File: config.mk
export PLATFORM = sky130hd
export DESIGN_NAME = pipe_mw
export DESIGN_NICKNAME = d
export VERILOG_FILES = /design/src/rtl/mips_defs.sv /design/src/rtl/hctrl.sv /design/src/rtl/load_ext.sv /design/src/rtl/pipe_mw.sv
export SDC_FILE = /design/constraint.sdc
export NUM_CORES = 1
export LEC_CHECK = 0
export BUFFER_PORTS_ARGS = -buffer_cell sky130_fd_sc_hd__clkbuf_2
export CORE_ASPECT_RATIO = 0.6
export CORE_UTILIZATION = 39
export DETAILED_ROUTE_END_ITERATION = 12
export PLACE_DENSITY = 0.73
export SLEW_MARGIN = 20
export SYNTH_ARGS = -nofsm -noshare
export SYNTH_HDL_FRONTEND = slang
export SYNTH_HIERARCHICAL = 1
export SYNTH_SLANG_ARGS = --single-unit
File: constraint.sdc
create_clock -name clk -period 2.7 [get_ports clk]
set_clock_uncertainty 0.15 [all_clocks]
set_input_delay 0 -clock clk [delete_from_list [all_inputs] [get_ports clk]]
set_output_delay 0 -clock clk [all_outputs]
set_load 0.02 [all_outputs]
File: src/rtl/mips_defs.sv
// Shared MIPS definitions: opcode/funct encodings, register names and the
// decoded-control record produced by hctrl.
package mips_defs;

   localparam logic [5:0] OP_SPECIAL = 6'h00;
   localparam logic [5:0] OP_JAL     = 6'h03;
   localparam logic [5:0] OP_BEQ     = 6'h04;
   localparam logic [5:0] OP_ADDIU   = 6'h09;
   localparam logic [5:0] OP_SLTI    = 6'h0a;
   localparam logic [5:0] OP_SLTIU   = 6'h0b;
   localparam logic [5:0] OP_ANDI    = 6'h0c;
   localparam logic [5:0] OP_ORI     = 6'h0d;
   localparam logic [5:0] OP_XORI    = 6'h0e;
   localparam logic [5:0] OP_LUI     = 6'h0f;
   localparam logic [5:0] OP_LB      = 6'h20;
   localparam logic [5:0] OP_LH      = 6'h21;
   localparam logic [5:0] OP_LW      = 6'h23;
   localparam logic [5:0] OP_LBU     = 6'h24;
   localparam logic [5:0] OP_LHU     = 6'h25;
   localparam logic [5:0] OP_SB      = 6'h28;
   localparam logic [5:0] OP_SH      = 6'h29;
   localparam logic [5:0] OP_SW      = 6'h2b;

   localparam logic [5:0] F_SLL  = 6'h00;
   localparam logic [5:0] F_SRL  = 6'h02;
   localparam logic [5:0] F_SRA  = 6'h03;
   localparam logic [5:0] F_JR   = 6'h08;
   localparam logic [5:0] F_ADDU = 6'h21;
   localparam logic [5:0] F_SUBU = 6'h23;
   localparam logic [5:0] F_AND  = 6'h24;
   localparam logic [5:0] F_OR   = 6'h25;
   localparam logic [5:0] F_XOR  = 6'h26;
   localparam logic [5:0] F_NOR  = 6'h27;
   localparam logic [5:0] F_SLT  = 6'h2a;
   localparam logic [5:0] F_SLTU = 6'h2b;

   localparam logic [4:0]  REG_RA = 5'd31;
   localparam logic [31:0] NOP    = 32'h0;

   // Instruction classes plus register fields, as used by hazard and WB logic.
   typedef struct packed {
      logic       cal_r;
      logic       cal_i;
      logic       load;
      logic       jal;
      logic [4:0] rs;
      logic [4:0] rt;
      logic [4:0] rd;
   } hctrl_t;

   function automatic logic [5:0] opcode_of(input logic [31:0] instr);
      return instr[31:26];
   endfunction

endpackage

File: src/rtl/hctrl.sv
// Hazard/control decoder: classifies an instruction and exposes rs/rt/rd.
import mips_defs::*;

module hctrl (
   input  logic [31:0] instr,
   output hctrl_t      ctrl
);

   logic [5:0] op;
   logic [5:0] funct;

   assign op    = opcode_of(instr);
   assign funct = instr[5:0];

   // Class decode; the all-zero nop decodes as sll $0 and writes nothing.
   always_comb begin
      ctrl       = '0;
      ctrl.rs    = instr[25:21];
      ctrl.rt    = instr[20:16];
      ctrl.rd    = instr[15:11];
      case (op)
         OP_SPECIAL: begin
            case (funct)
               F_SLL, F_SRL, F_SRA, F_ADDU, F_SUBU, F_AND, F_OR,
               F_XOR, F_NOR, F_SLT, F_SLTU: ctrl.cal_r = 1'b1;
               default: ctrl.cal_r = 1'b0;
            endcase
         end
         OP_ADDIU, OP_SLTI, OP_SLTIU, OP_ANDI, OP_ORI, OP_XORI, OP_LUI:
            ctrl.cal_i = 1'b1;
         OP_LB, OP_LH, OP_LW, OP_LBU, OP_LHU:
            ctrl.load = 1'b1;
         OP_JAL:
            ctrl.jal = 1'b1;
         default: ;
      endcase
   end

endmodule

File: src/rtl/load_ext.sv
// Data-memory word to register value: byte/half select and sign/zero extend.
import mips_defs::*;

module load_ext (
   input  logic [5:0]  opcode,
   input  logic [1:0]  offset,
   input  logic [31:0] word,
   output logic [31:0] ext
);

   logic [7:0]  byte_sel;
   logic [15:0] half_sel;

   // Little-endian lane pick; halfword uses offset[1] only, so misaligned halves
   // silently round down.
   always_comb begin
      byte_sel = 8'h0;
      case (offset)
         2'd0: byte_sel = word[7:0];
         2'd1: byte_sel = word[15:8];
         2'd2: byte_sel = word[23:16];
         2'd3: byte_sel = word[31:24];
         default: byte_sel = 8'h0;
      endcase
      half_sel = offset[1] ? word[31:16] : word[15:0];
   end

   // Extension by opcode; lw (and anything unexpected) passes the word through.
   always_comb begin
      ext = word;
      case (opcode)
         OP_LB:   ext = {{24{byte_sel[7]}}, byte_sel};
         OP_LBU:  ext = {24'h0, byte_sel};
         OP_LH:   ext = {{16{half_sel[15]}}, half_sel};
         OP_LHU:  ext = {16'h0, half_sel};
         default: ext = word;
      endcase
   end

endmodule

File: src/rtl/pipe_mw.sv
// M->W pipeline register with write-back value/address formation and a
// retired-instruction counter.
import mips_defs::*;

module pipe_mw #(
   parameter int          DW        = 32,
   parameter logic [31:0] RESET_PC8 = 32'h0000_3008
) (
   input  logic          clk,
   input  logic          reset,
   input  logic          en,
   input  logic          flush,
   input  logic [DW-1:0] instrM,
   input  logic [DW-1:0] pc8M,
   input  logic [DW-1:0] aluM,
   input  logic [DW-1:0] dmM,
   output logic [DW-1:0] instrW,
   output logic [DW-1:0] pc8W,
   output logic [DW-1:0] wdataW,
   output logic [4:0]    waW,
   output logic          weW,
   output logic [31:0]   retired
);

   logic [DW-1:0] instr_q, pc8_q, alu_q, dm_q;
   logic [31:0]   ret_q;
   logic [31:0]   load_val;
   hctrl_t        ctrl;

   // W-stage registers: reset > flush > enable. Flush leaves pc8 alone.
   always_ff @(posedge clk) begin
      if (reset) begin
         instr_q <= NOP;
         pc8_q   <= RESET_PC8;
         alu_q   <= '0;
         dm_q    <= '0;
      end else if (flush) begin
         instr_q <= NOP;
         alu_q   <= '0;
         dm_q    <= '0;
      end else if (en) begin
         instr_q <= instrM;
         pc8_q   <= pc8M;
         alu_q   <= aluM;
         dm_q    <= dmM;
      end
   end

   // Count real instructions entering W; bubbles and flushed slots don't count.
   always_ff @(posedge clk) begin
      if (reset)
         ret_q <= '0;
      else if (!flush && en && instrM != NOP)
         ret_q <= ret_q + 32'd1;
   end

   hctrl u_hctrl (
      .instr (instr_q),
      .ctrl  (ctrl)
   );

   load_ext u_load_ext (
      .opcode (opcode_of(instr_q)),
      .offset (alu_q[1:0]),
      .word   (dm_q),
      .ext    (load_val)
   );

   // Destination register and write-back data, purely from W registers.
   always_comb begin
      waW = 5'd0;
      if (ctrl.cal_r)
         waW = ctrl.rd;
      else if (ctrl.cal_i || ctrl.load)
         waW = ctrl.rt;
      else if (ctrl.jal)
         waW = REG_RA;

      wdataW = alu_q;
      if (ctrl.jal)
         wdataW = pc8_q;
      else if (ctrl.load)
         wdataW = load_val;
   end

   assign weW     = (waW != 5'd0);
   assign instrW  = instr_q;
   assign pc8W    = pc8_q;
   assign retired = ret_q;

endmodule

==> flow_metrics.env, run 1 <==
export IMPL_antenna_left=0
export IMPL_drtIter0Drc=747
export IMPL_groute_usage_overall_pct=27.9
export IMPL_antenna_found_initial=0
export IMPL_synthToLayoutAreaGrowth_pct=47.6
export IMPL_cts_num_sinks=160
export IMPL_viasPerCell=5.39
export IMPL_grt_first_pass_wirelength_mm=46.0
export IMPL_min_period_ns=2.70
export IMPL_die_x_um=188
export IMPL_clk_pin_slew_ns=0.07
export IMPL_switchingPower_mw=1.58
export IMPL_grt_pass1_vias=8041
export IMPL_ir_drop_mv=0.405
export IMPL_vias=8617
export IMPL_rsz0062_at_grt="yes"
export IMPL_drc=0
export IMPL_reg2reg_from="retired[2]"
export IMPL_max_slew_margin_rel_pct=46.6
export IMPL_gp_congestion=0.955
export IMPL_arrival_ns=2.55
export IMPL_h_tree_depth=4
export IMPL_dp_hpwl_mm=20.6
export IMPL_die_area_mm2=0.0213
export IMPL_start_util_pct=40.1
export IMPL_cts_root_buf="clkbuf_16"
export IMPL_worst_slack_ns=0.00325
export IMPL_cts_buffer_depth=2
export IMPL_pre_cts_slack_ns=0.272
export IMPL_cp_end_kind="output pin"
export IMPL_r2r_end="retired[18]"
export IMPL_hold_end="retired[14]"
export IMPL_num_rows=40
export IMPL_nets=1445
export IMPL_hold_slack_ns=0.0665
export IMPL_cap_viol_max_count=0
export IMPL_wirelength_mm=30.9
export IMPL_hp_class="primary input to flip-flop"
export IMPL_synthCells=929
export IMPL_combinationalPowerShare_pct=15.0
export IMPL_cp_start_kind="flip-flop"
export IMPL_post_route_period_util_pct=99.9
export IMPL_worst_r2r_setup_slack_ns=0.48
export IMPL_wl_per_cell_um=19.3
export IMPL_p_int_mw=4.28
export IMPL_worstSkewPairLatency_ns=0.43
export IMPL_synth_nets=1062
export IMPL_required_ns=2.55
export IMPL_cts_tree="built"
export IMPL_fmax_ghz=0.371
export IMPL_worstRegToRegCells=5
export IMPL_crit_type="flip-flop to output pin"
export IMPL_avgSynthCellArea_um2=8.70
export IMPL_diodes=0
export IMPL_p_seq_share_pct=43.0
export IMPL_synth_warnings=6
export IMPL_powerDensity_mw_per_mm2=491
export IMPL_cts_buffers=17
export IMPL_drive_gt1_share_pct=30.5
export IMPL_synth_area_mm2=0.00808
export IMPL_power_frac_clock_pct=42.0
export IMPL_grt_max_degree=97
export IMPL_status="finished clean"
export IMPL_switching_share_pct=26.9
export IMPL_first_pass_iters=7
export IMPL_drv_slew=0
export IMPL_setup_violations=0
export IMPL_critPathMaxFanout=7
export IMPL_hold_viol_final=0
export IMPL_p_leak_nw=5.13
export IMPL_pin_count=266
export IMPL_min_path_cells=5
export IMPL_overflow=0
export IMPL_die_h_um=113
export IMPL_placeableCoreArea_mm2=0.0202
export IMPL_portBuffers=265
export IMPL_worstMarginPinSlew_ns=0.802
export IMPL_worstHoldStart="en"
## worst max-delay path: stages, from the launching register on
cell and delay [ns]:
dfxtp_4 0.38, nor4b_4 0.27, buf_4 0.19, buf_12 0.13
mux2_2 0.33, a221o_1 0.27, mux2i_1 0.27, o21ai_0 0.12
buf_2 0.18
## state kept, by name (all words and copies together), names as in the netlist
name	cells
instrW	32
pc8W	32
alu_q	32
dm_q	32
retired	32
## metrics by stage
stage          util, %  instance area [um2]  TNS [ns]  cells  total power, mW
2_1_floorplan        -                 8080         0    929             2.95
3_3_place_gp      47.6                 9610         0   1413             3.22
3_5_place_dp      47.6                 9610         0   1413             3.23
4_1_cts           58.1                11700   -0.0282   1592             5.85
5_1_grt           59.1                11900    -0.333   1598             6.06
6_report          59.1                11900         0   1598             5.85
## per-layer routing
metal | global-route usage [%] | routed length, um | vias to the layer above
met5 | 0 | 0 | -
met4 | 5.91 | 361 | 0
met3 | 7.82 | 2860 | 38
met2 | 39.9 | 12700 | 448
met1 | 41.3 | 14900 | 4089
li1 | - | - | 4042
## power groups by stage
stage          registers (mW)  logic, mW  clock network (mW)
3_5_place_dp             2.56      0.666                   0
4_1_cts                  2.51      0.840                2.49
3_3_place_gp             2.56      0.659                   0
2_1_floorplan            2.58      0.366                   0
5_1_grt                  2.52      0.935                2.61
6_report                 2.52      0.880                2.46
## final cells by class
| cell class | instances | area, um2 |
|---|---|---|
| Clock buffer | 20 | 457 |
| Clock inverter | 12 | 134 |
| Fill cell | 1718 | 8250 |
| Inverter | 9 | 33.8 |
| Multi-Input combinational cell | 683 | 4610 |
| Sequential cell | 160 | 3220 |
| Tap cell | 273 | 342 |
| Timing Repair Buffer | 441 | 3120 |
## layout by cell type, fill, tap and decap left out, drive strengths merged, types with 3 or more instances in the layout
cell type	count
or3	8
buf	37
dfxtp	160
mux4	7
nand2b	4
nor4b	3
mux2i	130
inv	11
nor4	18
o2111ai	9
or4	10
mux2	8
nor3	9
nand3	5
and2	4
a221o	7
dlygate4sd3	145
o21ai	52
o21a	5
nand3b	4
nand4	5
nor2	132
clkinv	6
or2	3
clkbuf	279
nand4b	3
nor2b	6
a21oi	48
a211oi	3
xor2	10
o211ai	20
o31ai	8
nand2	131
and3	17
## how the worst max path moves through the flow
| stage | startpoint | to | slack, ns |
|---|---|---|---|
| 2_1_floorplan | instrW[26] | weW | 0.07 |
| 3_3_place_gp | alu_q[1] | wdataW[11] | 0.28 |
| 3_5_place_dp | instrW[27] | wdataW[3] | 0.27 |
| 4_1_cts | instrW[27] | wdataW[0] | -0.03 |
| 5_1_grt | instrW[30] | wdataW[0] | -0.05 |
| 6_report | instrW[30] | wdataW[1] | 0.003 |
## timing repair
item | 4_1_cts | 5_1_grt
setup buffers | 2 | 4
endpoints found under the hold margin | 145 | 0
pin swaps | 3 | 6
cloned | 0 | 2
setup endpoints to repair | 32 | 36
resized for setup | 12 | 46
hold buffers | 145 | 0
No activity file was read; power rests on OpenSTA's default activity.
==> run 2: changes to the inputs <==
Settings changed: CORE_UTILIZATION 39 to 40, PLACE_DENSITY 0.73 to 0.75.
==> flow_metrics.env, run 2 (same netlist as run 1, synthesis figures left out) <==
export IMPL_status="finished clean"
export IMPL_max_slew_margin_rel_pct=29.4
export IMPL_drv_slew=0
export IMPL_p_total_mw=5.97
export IMPL_antenna_left=0
export IMPL_portBuffers=265
export IMPL_post_route_period_util_pct=97.9
export IMPL_num_rows=39
export IMPL_drive_gt1_share_pct=30.3
export IMPL_first_pass_iters=6
export IMPL_dp_hpwl_mm=20.4
export IMPL_vias=8557
export IMPL_cts_buffers=17
export IMPL_placed_area_mm2=0.00964
export IMPL_wirelength_mm=30.2
export IMPL_design_area_mm2=0.0118
export IMPL_overflow=0
export IMPL_powerDensity_mw_per_mm2=507
export IMPL_drtIter0Drc=656
export IMPL_gp_congestion=0.994
export IMPL_cts_root_buf="clkbuf_16"
export IMPL_cp_num_buf_inv=2
export IMPL_pin_count=266
export IMPL_max_stage_delay_ns=0.38
export IMPL_setup_tns_ns=0
export IMPL_cap_viol_max_count=0
export IMPL_grt_max_degree=67
export IMPL_min_period_ns=2.64
export IMPL_rsz0062_at_grt="yes"
export IMPL_cts_buffer_depth=2
export IMPL_cts_num_sinks=160
export IMPL_grt_pass1_vias=8106
export IMPL_final_common_cell="clkbuf_2"
export IMPL_die_h_um=112
export IMPL_n_fill_cell=1646
export IMPL_cp_end_kind="output pin"
export IMPL_crit_slowest_cell="dfxtp_4"
export IMPL_hp_class="primary input to flip-flop"
export IMPL_viasPerCell=5.42
export IMPL_clk_pin_slew_ns=0.06
export IMPL_worstSkewPairLatency_ns=0.44
export IMPL_crit_family="multiplexers"
export IMPL_placeableCoreArea_mm2=0.0194
export IMPL_ir_drop_mv=0.451
export IMPL_hold_viol_final=0
export IMPL_die_area_mm2=0.0208
export IMPL_critPathMaxFanout=13
export IMPL_fmax_ghz=0.378
export IMPL_drc=0
export IMPL_synthToLayoutAreaGrowth_pct=45.7
export IMPL_required_ns=2.55
export IMPL_worstPathCellList="nor4b_4 -> buf_12 -> mux2_2 -> a221o_1 -> mux2i_1 -> o21ai_0 -> clkbuf_2"
export IMPL_worst_slack_ns=0.0561
export IMPL_groute_usage_overall_pct=28.9
export IMPL_nets=1432
export IMPL_cts_tree="built"
export IMPL_worstMarginPinSlew_ns=1.06
export IMPL_die_x_um=185
export IMPL_wl_per_cell_um=19.1
export IMPL_layout_common_cells="clkbuf_2 (260), dfxtp_1 (150), dlygate4sd3_1 (132), nor2_1 (131), nand2_1 (129)"
export IMPL_antenna_found_initial=2
export IMPL_cp_start_kind="flip-flop"
export IMPL_grt_first_pass_wirelength_mm=45.2
export IMPL_arrival_ns=2.49
export IMPL_setup_violations=0
export IMPL_pre_cts_slack_ns=0.332
export IMPL_p_leak_nw=5.11
export IMPL_crit_type="flip-flop to output pin"
export IMPL_start_util_pct=41.6
export IMPL_h_tree_depth=4
-- run 2: changes by cell type in the layout (fill, tap and decap cells not counted), sizes merged --
| cell | previous run | this run |
|---|---|---|
| diode | 0 | 2 |
| bufinv | 2 | 4 |
| buf | 37 | 36 |
| inv | 11 | 10 |
| dlygate4sd3 | 145 | 132 |
-- run 2: power breakdown --
group	total, mW	internal, mW	switching, mW	leakage (nW)
combinational	0.863	0.415	0.447	3.50
clock	2.59	1.57	1.02	0.303
sequential	2.52	2.43	0.0863	1.31
total	5.97	4.42	1.55	5.11
-- run 2: what timing repair did --
action / in CTS / in global routing
gates resized for setup: 9 / 37
pin swaps: 2 / 7
gates cloned: 0 / 0
hold buffers: 132 / 0
setup endpoints to repair: 18 / 36
hold endpoints to repair: 137 / 0
buffers inserted: 3 / 1
-- run 2: worst paths after layout --
check	from	to	slack [ns]	cells past startpoint
setup / recovery	instrW[30]	wdataW[1]	0.06	7
hold reg to reg	pc8W[21]	pc8W[21]	0.33	2
hold / removal	reset	retired[6]	0.09	3
setup reg to reg	retired[4]	retired[20]	0.52	5
-- run 2: layer usage --
| layer | GRT usage [%] | wire length [um] | vias up |
|---|---|---|---|
| met5 | 0 | 0 | - |
| met4 | 9.09 | 601 | 0 |
| met3 | 9.86 | 3630 | 64 |
| met2 | 40.8 | 12200 | 513 |
| met1 | 40.9 | 13800 | 3962 |
| li1 | - | - | 4018 |
-- run 2: worst min-delay path: stages --
cell,delay (ns)
clkbuf_2,0.11
buf_4,0.35
nor2_1,0.16
-- run 2: final cells by class --
cell class / count / area (um2) / area share (%)
Antenna cell: 2 / 5.00 / 0.0425
Clock buffer: 19 / 443 / 3.76
Multi-Input combinational cell: 683 / 4590 / 39.0
Sequential cell: 160 / 3230 / 27.4
Timing Repair Buffer: 428 / 2960 / 25.1
Tap cell: 266 / 333 / 2.83
Inverter: 9 / 33.8 / 0.287
Clock inverter: 13 / 185 / 1.57
-- run 2: through the flow --
step	hold slack [ns]	std cells	util, %
3_5_place_dp	0.0727	1410	49.7
3_3_place_gp	0.0678	1410	49.7
4_1_cts	0.0667	1577	60.0
6_report	0.0894	1580	60.6
2_1_floorplan	-0.0258	929	-
5_1_grt	0.0839	1580	60.6
==> run 3: changes to the inputs <==
Settings changed: CORE_MARGIN set to 3.
==> flow_metrics.env, run 3 (same netlist as run 1, synthesis figures left out) <==
export IMPL_min_period_ns=2.70
export IMPL_drtIter0Drc=791
export IMPL_crit_type="flip-flop to output pin"
export IMPL_h_tree_depth=4
export IMPL_hp_class="primary input to flip-flop"
export IMPL_arrival_ns=2.55
export IMPL_rsz0062_at_grt="yes"
export IMPL_status="finished clean"
export IMPL_wl_per_cell_um=19.9
export IMPL_gp_congestion=0.921
export IMPL_groute_usage_overall_pct=27.9
export IMPL_dp_cells=1413
export IMPL_drive_gt1_share_pct=30.6
export IMPL_antenna_left=0
export IMPL_num_rows=39
export IMPL_dp_hpwl_mm=21.1
export IMPL_nets=1443
export IMPL_worstMarginPinSlew_ns=0.734
export IMPL_max_slew_margin_rel_pct=51.1
export IMPL_setup_violations=0
export IMPL_design_area_mm2=0.0119
export IMPL_reg2reg_from="retired[2]"
export IMPL_worstHoldStart="pc8M[13]"
export IMPL_ir_drop_mv=0.430
export IMPL_die_area_mm2=0.0220
export IMPL_clk_pin_slew_ns=0.06
export IMPL_cts_root_buf="clkbuf_16"
export IMPL_hold_viol_final=0
export IMPL_die_x_um=189
export IMPL_antenna_found_initial=0
export IMPL_post_route_period_util_pct=100
export IMPL_worstSkewPairLatency_ns=0.43
export IMPL_p_leak_nw=5.18
export IMPL_cts_buffers=17
export IMPL_placeableCoreArea_mm2=0.0194
export IMPL_grt_pass1_vias=8058
export IMPL_overflow=0
export IMPL_fmax_ghz=0.371
export IMPL_viasPerCell=5.38
export IMPL_placed_area_mm2=0.00965
export IMPL_layout_common_cells="clkbuf_2 (255), dfxtp_1 (150), dlygate4sd3_1 (134), nor2_1 (131), nand2_1 (129)"
export IMPL_stdcell_count=1587
export IMPL_drv_slew=0
export IMPL_cts_tree="built"
export IMPL_cts_buffer_depth=2
export IMPL_powerDensity_mw_per_mm2=501
export IMPL_synthToLayoutAreaGrowth_pct=47.1
export IMPL_start_util_pct=41.6
export IMPL_pin_count=266
export IMPL_drc=0
export IMPL_die_h_um=116
export IMPL_wirelength_mm=31.6
export IMPL_critPathMaxFanout=8
export IMPL_cts_num_sinks=160
export IMPL_startpoint="instrW[29]"
export IMPL_required_ns=2.55
export IMPL_first_pass_iters=5
export IMPL_grt_max_degree=98
export IMPL_vias=8532
export IMPL_final_common_cell="clkbuf_2"
export IMPL_grt_first_pass_wirelength_mm=47.2
export IMPL_cap_viol_max_count=0
export IMPL_portBuffers=265
export IMPL_cp_end_kind="output pin"
export IMPL_cp_start_kind="flip-flop"
run 3: report_power, final:
group	switching [mW]	internal, mW
Combinational	0.455	0.425
Clock	0.976	1.58
Sequential	0.0816	2.43
Total	1.51	4.43
run 3: through the flow:
stage          utilization, %  hold slack (ns)  worst slack, ns  setup TNS (ns)  total power [mW]
2_1_floorplan               -          -0.0258           0.0659               0              2.95
3_3_place_gp             49.7           0.0750            0.307               0              3.23
3_5_place_dp             49.7           0.0774            0.281               0              3.24
4_1_cts                  60.1            0.170         -0.00369        -0.00369              5.93
5_1_grt                  61.2            0.179          -0.0678          -0.205              6.16
6_report                 61.2            0.197          0.00124               0              5.95
run 3: routing by layer:
layer | part of all wire (%) | track usage, % | vias up
met2 | 41 | 38.8 | 455
li1 | - | - | 4034
met5 | 0 | 0 | -
met1 | 47 | 41.1 | 4001
met3 | 11 | 10.2 | 42
met4 | 1.4 | 5.61 | 0
run 3: worst max-delay path, cell delays in order, from the launching register on:
cell and delay, ns:
dfxtp_4 0.37, nor4b_4 0.28, buf_6 0.17, buf_12 0.14
mux2_2 0.35, a221o_1 0.29, mux2i_2 0.25, o21ai_1 0.09
buf_2 0.18
run 3: repair_timing:
item,CTS,global route
hold endpoints to repair,150,0
endpoints found under the setup margin,27,36
hold buffers,134,0
pin swaps,3,5
cloned,0,2
gates resized for setup,6,58
buffers inserted,5,3
run 3: layout make-up:
type / instances / area [um2]
well taps: 266 / 333
multi-input cells: 683 / 4580
clock buffers: 22 / 464
inverters: 9 / 33.8
fillers: 1664 / 7540
diodes: 1 / 2.50
flip-flops and latches: 160 / 3230
clock inverters: 7 / 135
repair buffers: 439 / 3110
run 3: path summary, 6_finish.rpt:
check	to	slack (ns)	cells past startpoint
setup / recovery	wdataW[3]	0.001	8
hold / removal	pc8W[13]	0.20	4
setup reg to reg	retired[26]	0.54	5
hold reg to reg	pc8W[21]	0.33	2
